[config.mk]
export PLATFORM = sky130hd
export DESIGN_NAME = cap_dmactrl
export DESIGN_NICKNAME = d
export VERILOG_FILES = /design/src/rtl/cap_pkg.sv /design/src/rtl/cap_vsync_det.sv /design/src/rtl/cap_dmactrl.sv
export SDC_FILE = /design/constraint.sdc
export NUM_CORES = 1
export LEC_CHECK = 0
export CORE_MARGIN = 3
export CORE_UTILIZATION = 49
export DETAILED_ROUTE_END_ITERATION = 8
export GPL_ROUTABILITY_DRIVEN = 0
export HOLD_SLACK_MARGIN = 0.12
export PLACE_DENSITY = 0.87
export SYNTH_ARGS = -nofsm -noshare
export SYNTH_HDL_FRONTEND = slang
export SYNTH_SLANG_ARGS = --single-unit
[constraint.sdc]
create_clock -name ACLK -period 4 [get_ports ACLK]
set_input_delay 1 -clock ACLK [delete_from_list [all_inputs] [get_ports ACLK]]
set_output_delay 1 -clock ACLK [all_outputs]
set_load 0.005 [all_outputs]
[src/rtl/cap_pkg.sv]
// cap_pkg: shared types and constants for the capture write-DMA path.
//   cap_state_e      - DMA sequencer states
//   axi_ctl_t        - registered AXI handshake controls driven by the sequencer
//   SIZE_4B / BURST_INCR / RESP_OKAY - fixed AXI encodings
//   BURSTS_PER_FRAME / BYTES_PER_BURST - derived from the default geometry;
//   the helper functions derive the same values for any parameterisation.
package cap_pkg;

    typedef enum logic [2:0] {
        IDLE    = 3'd0,
        WAIT_VS = 3'd1,
        FILL    = 3'd2,
        ADDR    = 3'd3,
        DATA    = 3'd4,
        RESP    = 3'd5
    } cap_state_e;

    typedef struct packed {
        logic awvalid;
        logic wvalid;
        logic wlast;
        logic bready;
    } axi_ctl_t;

    localparam logic [2:0] SIZE_4B    = 3'b010;
    localparam logic [1:0] BURST_INCR = 2'b01;
    localparam logic [1:0] RESP_OKAY  = 2'b00;

    localparam int H_SIZE_DEF    = 640;
    localparam int V_SIZE_DEF    = 480;
    localparam int BURST_LEN_DEF = 16;

    localparam int BURSTS_PER_FRAME = H_SIZE_DEF * V_SIZE_DEF / BURST_LEN_DEF;
    localparam int BYTES_PER_BURST  = BURST_LEN_DEF * 4;

    function automatic int bursts_per_frame(input int h, input int v, input int bl);
        return h * v / bl;
    endfunction

    function automatic int bytes_per_burst(input int bl);
        return bl * 4;
    endfunction

endpackage

[src/rtl/cap_vsync_det.sv]
// cap_vsync_det: brings raw VSYNC into the ACLK domain and flags its falling edge.
//   ACLK     in  system clock
//   ARESETN  in  synchronous reset, active low
//   VSYNC    in  raw vertical sync from the pixel domain
//   vs_fall  out one-cycle falling-edge strobe (2-3 cycles after the raw edge)
module cap_vsync_det (
    input  logic ACLK,
    input  logic ARESETN,
    input  logic VSYNC,
    output logic vs_fall
);

    // sync[0] is the metastability catcher; sync[2] doubles as edge history.
    logic [2:0] sync;

    always_ff @(posedge ACLK) begin
        if (!ARESETN) sync <= '0;
        else          sync <= {sync[1:0], VSYNC};
    end

    assign vs_fall = sync[2] & ~sync[1];

endmodule

[src/rtl/cap_dmactrl.sv]
// cap_dmactrl: write-DMA sequencer moving one captured frame from the FWFT
// capture FIFO to memory as fixed-length AXI4 INCR bursts, started by a
// VSYNC falling edge while CAPON is set.
//   ACLK/ARESETN           clock, synchronous active-low reset
//   VSYNC, CAPON, CAPADDR  frame trigger, enable, base byte address
//   FIFO_CNT/DOUT/RE/CLR   capture FIFO fill level, head word, pop, flush
//   AW*/W*/B*              AXI4 write master (AW and W strictly sequential)
//   DMA_BUSY               high outside IDLE/WAIT_VS
//   FRAME_END, RESP_ERR    one-cycle status pulses
module cap_dmactrl
    import cap_pkg::*;
#(
    parameter int H_SIZE     = 640,
    parameter int V_SIZE     = 480,
    parameter int BURST_LEN  = 16,
    parameter int FIFO_CNT_W = 10
) (
    input  logic                  ACLK,
    input  logic                  ARESETN,
    input  logic                  VSYNC,
    input  logic                  CAPON,
    input  logic [28:0]           CAPADDR,
    input  logic [FIFO_CNT_W-1:0] FIFO_CNT,
    input  logic [31:0]           FIFO_DOUT,
    output logic                  FIFO_RE,
    output logic                  FIFO_CLR,
    output logic [31:0]           AWADDR,
    output logic [7:0]            AWLEN,
    output logic [2:0]            AWSIZE,
    output logic [1:0]            AWBURST,
    output logic                  AWVALID,
    input  logic                  AWREADY,
    output logic [31:0]           WDATA,
    output logic [3:0]            WSTRB,
    output logic                  WLAST,
    output logic                  WVALID,
    input  logic                  WREADY,
    input  logic [1:0]            BRESP,
    input  logic                  BVALID,
    output logic                  BREADY,
    output logic                  DMA_BUSY,
    output logic                  FRAME_END,
    output logic                  RESP_ERR
);

    localparam int BPF    = bursts_per_frame(H_SIZE, V_SIZE, BURST_LEN);
    localparam int BPB    = bytes_per_burst(BURST_LEN);
    localparam int IDX_W  = (BPF > 1) ? $clog2(BPF) : 1;
    localparam int BEAT_W = (BURST_LEN > 1) ? $clog2(BURST_LEN) : 1;

    localparam logic [IDX_W-1:0]      LAST_IDX  = IDX_W'(BPF - 1);
    localparam logic [BEAT_W-1:0]     LAST_BEAT = BEAT_W'(BURST_LEN - 1);
    localparam logic [FIFO_CNT_W-1:0] FILL_LVL  = FIFO_CNT_W'(BURST_LEN);

    cap_state_e        state;
    axi_ctl_t          ctl;
    logic [31:0]       base;
    logic [31:0]       awaddr_q;
    logic [IDX_W-1:0]  burst_idx;
    logic [BEAT_W-1:0] beat;
    logic              fifo_clr_q;
    logic              frame_end_q;
    logic              resp_err_q;
    logic              busy_q;
    logic              vs_fall;

    // Base is forced to 64-byte alignment, so the low address bits are unused.
    logic unused_capaddr_lo;
    assign unused_capaddr_lo = ^CAPADDR[5:0];

    cap_vsync_det u_vsync_det (
        .ACLK    (ACLK),
        .ARESETN (ARESETN),
        .VSYNC   (VSYNC),
        .vs_fall (vs_fall)
    );

    always_ff @(posedge ACLK) begin
        if (!ARESETN) begin
            state       <= IDLE;
            ctl         <= '0;
            base        <= '0;
            awaddr_q    <= '0;
            burst_idx   <= '0;
            beat        <= '0;
            fifo_clr_q  <= 1'b0;
            frame_end_q <= 1'b0;
            resp_err_q  <= 1'b0;
            busy_q      <= 1'b0;
        end else begin
            fifo_clr_q  <= 1'b0;
            frame_end_q <= 1'b0;
            resp_err_q  <= 1'b0;
            case (state)
                IDLE: begin
                    if (CAPON) state <= WAIT_VS;
                end
                WAIT_VS: begin
                    if (!CAPON) begin
                        state <= IDLE;
                    end else if (vs_fall) begin
                        base       <= {3'b000, CAPADDR[28:6], 6'b0};
                        burst_idx  <= '0;
                        beat       <= '0;
                        fifo_clr_q <= 1'b1;
                        busy_q     <= 1'b1;
                        state      <= FILL;
                    end
                end
                FILL: begin
                    // FIFO_CNT is stale during the flush cycle, so ignore it then.
                    if (!CAPON) begin
                        busy_q <= 1'b0;
                        state  <= IDLE;
                    end else if (!fifo_clr_q && FIFO_CNT >= FILL_LVL) begin
                        ctl.awvalid <= 1'b1;
                        awaddr_q    <= base + (32'(burst_idx) * 32'(BPB));
                        state       <= ADDR;
                    end
                end
                ADDR: begin
                    if (AWREADY) begin
                        ctl.awvalid <= 1'b0;
                        ctl.wvalid  <= 1'b1;
                        ctl.wlast   <= (LAST_BEAT == '0);
                        state       <= DATA;
                    end
                end
                DATA: begin
                    if (WREADY) begin
                        if (beat == LAST_BEAT) begin
                            beat       <= '0;
                            ctl.wvalid <= 1'b0;
                            ctl.wlast  <= 1'b0;
                            ctl.bready <= 1'b1;
                            state      <= RESP;
                        end else begin
                            beat      <= beat + BEAT_W'(1);
                            ctl.wlast <= ((beat + BEAT_W'(1)) == LAST_BEAT);
                        end
                    end
                end
                RESP: begin
                    if (BVALID) begin
                        ctl.bready <= 1'b0;
                        resp_err_q <= (BRESP != RESP_OKAY);
                        burst_idx  <= burst_idx + IDX_W'(1);
                        if (burst_idx == LAST_IDX) begin
                            frame_end_q <= 1'b1;
                            busy_q      <= 1'b0;
                            state       <= WAIT_VS;
                        end else if (!CAPON) begin
                            // Frame abandoned after the in-flight burst drains.
                            busy_q <= 1'b0;
                            state  <= IDLE;
                        end else begin
                            state <= FILL;
                        end
                    end
                end
                default: begin
                    ctl    <= '0;
                    busy_q <= 1'b0;
                    state  <= IDLE;
                end
            endcase
        end
    end

    // FWFT head is stable until popped, so WDATA holds across a W stall.
    assign FIFO_RE   = ctl.wvalid & WREADY;
    assign FIFO_CLR  = fifo_clr_q;
    assign WDATA     = ctl.wvalid ? FIFO_DOUT : 32'h0;
    assign AWADDR    = awaddr_q;
    assign AWVALID   = ctl.awvalid;
    assign WVALID    = ctl.wvalid;
    assign WLAST     = ctl.wlast;
    assign BREADY    = ctl.bready;
    assign DMA_BUSY  = busy_q;
    assign FRAME_END = frame_end_q;
    assign RESP_ERR  = resp_err_q;

    assign AWLEN   = 8'(BURST_LEN - 1);
    assign AWSIZE  = SIZE_4B;
    assign AWBURST = BURST_INCR;
    assign WSTRB   = 4'hF;

endmodule

==> impl_metrics.tcl <==
set metrics [dict create \
    status "finished, final reports clean" \
    post-route-period-util_pct 80.2 \
    slowest_stage "clkdlybuf4s50_1" \
    yosysUniqueCellTypes 68 \
    layout_commonest_cell "clkdlybuf4s50_1" \
    ir_worst_vdd_mv 0.151 \
    fin_area_um2 6230 \
    die_area_um2 10800 \
    ys_ff_latch 80 \
    hold-path-cell-count 1 \
    synth_area_leaders "dfxtp_1 (34%), nand2_1 (6.6%), a21oi_1 (5.5%), and2_1 (5.2%), nor2_1 (5.0%)" \
    avgViaCountPerCell 5.46 \
    cts_setup_buffers 0 \
    path_cells "clkdlybuf4s50_1 -> and2_1 -> clkdlybuf4s50_1" \
    crit_path_end_kind "output port" \
    max_stage_delay_ns 0.57 \
    min_from "u_vsync_det.sync[0]" \
    core_area_um2 9280 \
    grt_max_degree 37 \
    drc_errors 0 \
    grt_pass1_wl_um 20600 \
    cts_made_buffers 9 \
    io_pins 170 \
    yosysSeqAreaShare_pct 34.0 \
    max_freq_mhz 312 \
    placed_cell_area_um2 6030 \
    cts.sinks 80 \
    arrival_ns 2.21 \
    fin_setup_tns_ns 0 \
    layout.cells.most_common_list "clkdlybuf4s50_1 (134), nand2_1 (83), dfxtp_1 (80)" \
    clk_pin_slew_worst_paths_ns 0.09 \
    cp_max_fo 5 \
    synthArstFlopShare_pct 0 \
    drv_cap 0 \
    hpwl_um 9590 \
    cp_num_buf_inv 2 \
    synth-edff-count 0 \
    vias 4672 \
    finalWirelength_um 12500 \
    syn_to_final_growth_pct 32.4 \
    htreeDepth 3 \
    antenna_found_initial 0 \
    slew_headroom_pct 47.5 \
    clockBufferDepth 2 \
    r2r-end "AWADDR[28]" \
    r2r_setup_slack_ns 1.53 \
    start_kind "input port" \
    cts_tree "done" \
    synth_area_um2 4700 \
    cts_root_buf "clkbuf_8" \
    grt_pass1_vias 4324 \
    power_uw 1740 \
    start_util_pct 50.7 \
    rr_worst_depth 9 \
    final_layout_size_suffix_gt1_share_pct 5.36 \
    clkLatencyLatePin_ns 0.36 \
    chipWidth_um 104 \
    fin_nets 821 \
    power.leakage_uw 0.00230 \
    holdPathEnd "u_vsync_det.sync[1]" \
    hold_path.class "register to register" \
    power_density_nw_per_um2 280 \
    post_drt_wl_per_cell_um 14.6 \
    skew_ns 0.0189 \
    grt_setup_unrepaired "false" \
    ys.flop_type "dfxtp_1" \
    synth_top_area_share_pct 34.0 \
    critPathTopFamily "buffers and inverters" \
    timing.rr.start "burst_idx[0]" \
    io_buffers 134 \
    synth.avg_cell_area_um2 7.83 \
    finalHoldViolCount 0 \
    yosysWarnings 0 \
    slew_violations 0 \
    min_period_ns 3.21 \
    drt_iter0_drc 402 \
    track_usage_pct 22.6 \
    cts_hold_buf 0 \
    yosys.area.top_type "dfxtp_1" \
    dr.pass1.iters 5 \
    cts-resized-gates 0 \
    crit_required_ns 3.00 \
    syn_inst 601 \
    crit_top_cell "clkdlybuf4s50_1" \
    worst_pin_slew_ns 0.787 \
    worstSetupPathType "input port to output port" \
    fp-row-count 35 \
    setup_violations 0 \
    num_antenna_cells 0 \
    fp.dieH_um 104 \
    grt-ovfl-total 0 \
    ant_nets 0 \
]
-- registers in the layout (all words and copies together) (netlist names), 3 cells and up --
signal	flops
u_vsync_det.sync	3
base	23
burst_idx	15
beat	4
AWADDR	24
state	3
-- area by class of cell --
type                       count  area (µm²)
sequential                    80        1600
fill                         735        3050
inverter                      12        45.0
clock buffer                  10         128
clock inverter                 6        68.8
tap                          129         161
multi-input combinational    478        2830
timing repair buffer         141        1390
-- kinds of logic (layout without fill, tap and decap cells) --
| group | count (synthesis) | in the layout | synth area share [%] |
|---|---|---|---|
| AND/OR/NAND/NOR | 274 | 274 | 29.0 |
| AO/OA/AOI/OAI | 138 | 138 | 19.8 |
| flip-flops | 80 | 80 | 34.0 |
| buffers and inverters | 66 | 169 | 7.61 |
| XOR/XNOR | 20 | 20 | 3.72 |
| adder cells (fa/ha/maj) | 19 | 19 | 5.21 |
| other | 2 | 25 | 0.160 |
| multiplexers | 2 | 2 | 0.426 |
-- how the worst max path moves through the flow --
stage,from,to,cells after the start,slack (ns)
2_1_floorplan,FIFO_CNT[9],AWADDR[16],8,1.78
3_3_place_gp,WREADY,FIFO_RE,3,0.80
3_5_place_dp,WREADY,FIFO_RE,3,0.79
4_1_cts,WREADY,FIFO_RE,3,0.79
5_1_grt,WREADY,FIFO_RE,3,0.73
6_report,WREADY,FIFO_RE,3,0.79
-- cell usage after synthesis, drive strengths merged, types with 7 or more instances --
| library cell | count |
|---|---|
| inv | 11 |
| a21oi | 53 |
| dfxtp | 80 |
| a21o | 7 |
| nand4b | 7 |
| a31oi | 7 |
| o21ai | 23 |
| a211oi | 14 |
| and2 | 39 |
| nand2 | 83 |
| nand3 | 30 |
| nor2 | 65 |
| clkbuf | 20 |
| xnor2 | 14 |
| nor3 | 9 |
| nand4 | 8 |
| buf | 34 |
| ha | 18 |
-- layer usage --
layer	global-route usage (%)	part of all wire (%)	routed length [µm]
met1	27.6	42	5290
met2	39.6	49	6130
met3	4.16	6.8	853
met4	8.36	1.8	221
met5	0	0	0
-- report_power, final --
group | internal [µW] | switching (µW)
sequential | 816 | 45.1
clock | 292 | 309
combinational | 156 | 125
total | 1260 | 479
-- metrics by stage --
| step | hold slack, ns | util [%] | worst slack [ns] | std cells |
|---|---|---|---|---|
| final | 0.439 | 67.1 | 0.790 | 856 |
| after global routing | 0.472 | 67.1 | 0.734 | 856 |
| after CTS | 0.443 | 67.1 | 0.786 | 856 |
| after detailed placement | 0.422 | 65.0 | 0.793 | 840 |
| after global placement | 0.419 | 65.0 | 0.801 | 840 |
| after floorplan | 0.412 | - | 1.78 | 624 |
Note: power is estimated with default switching activity, not from simulation.
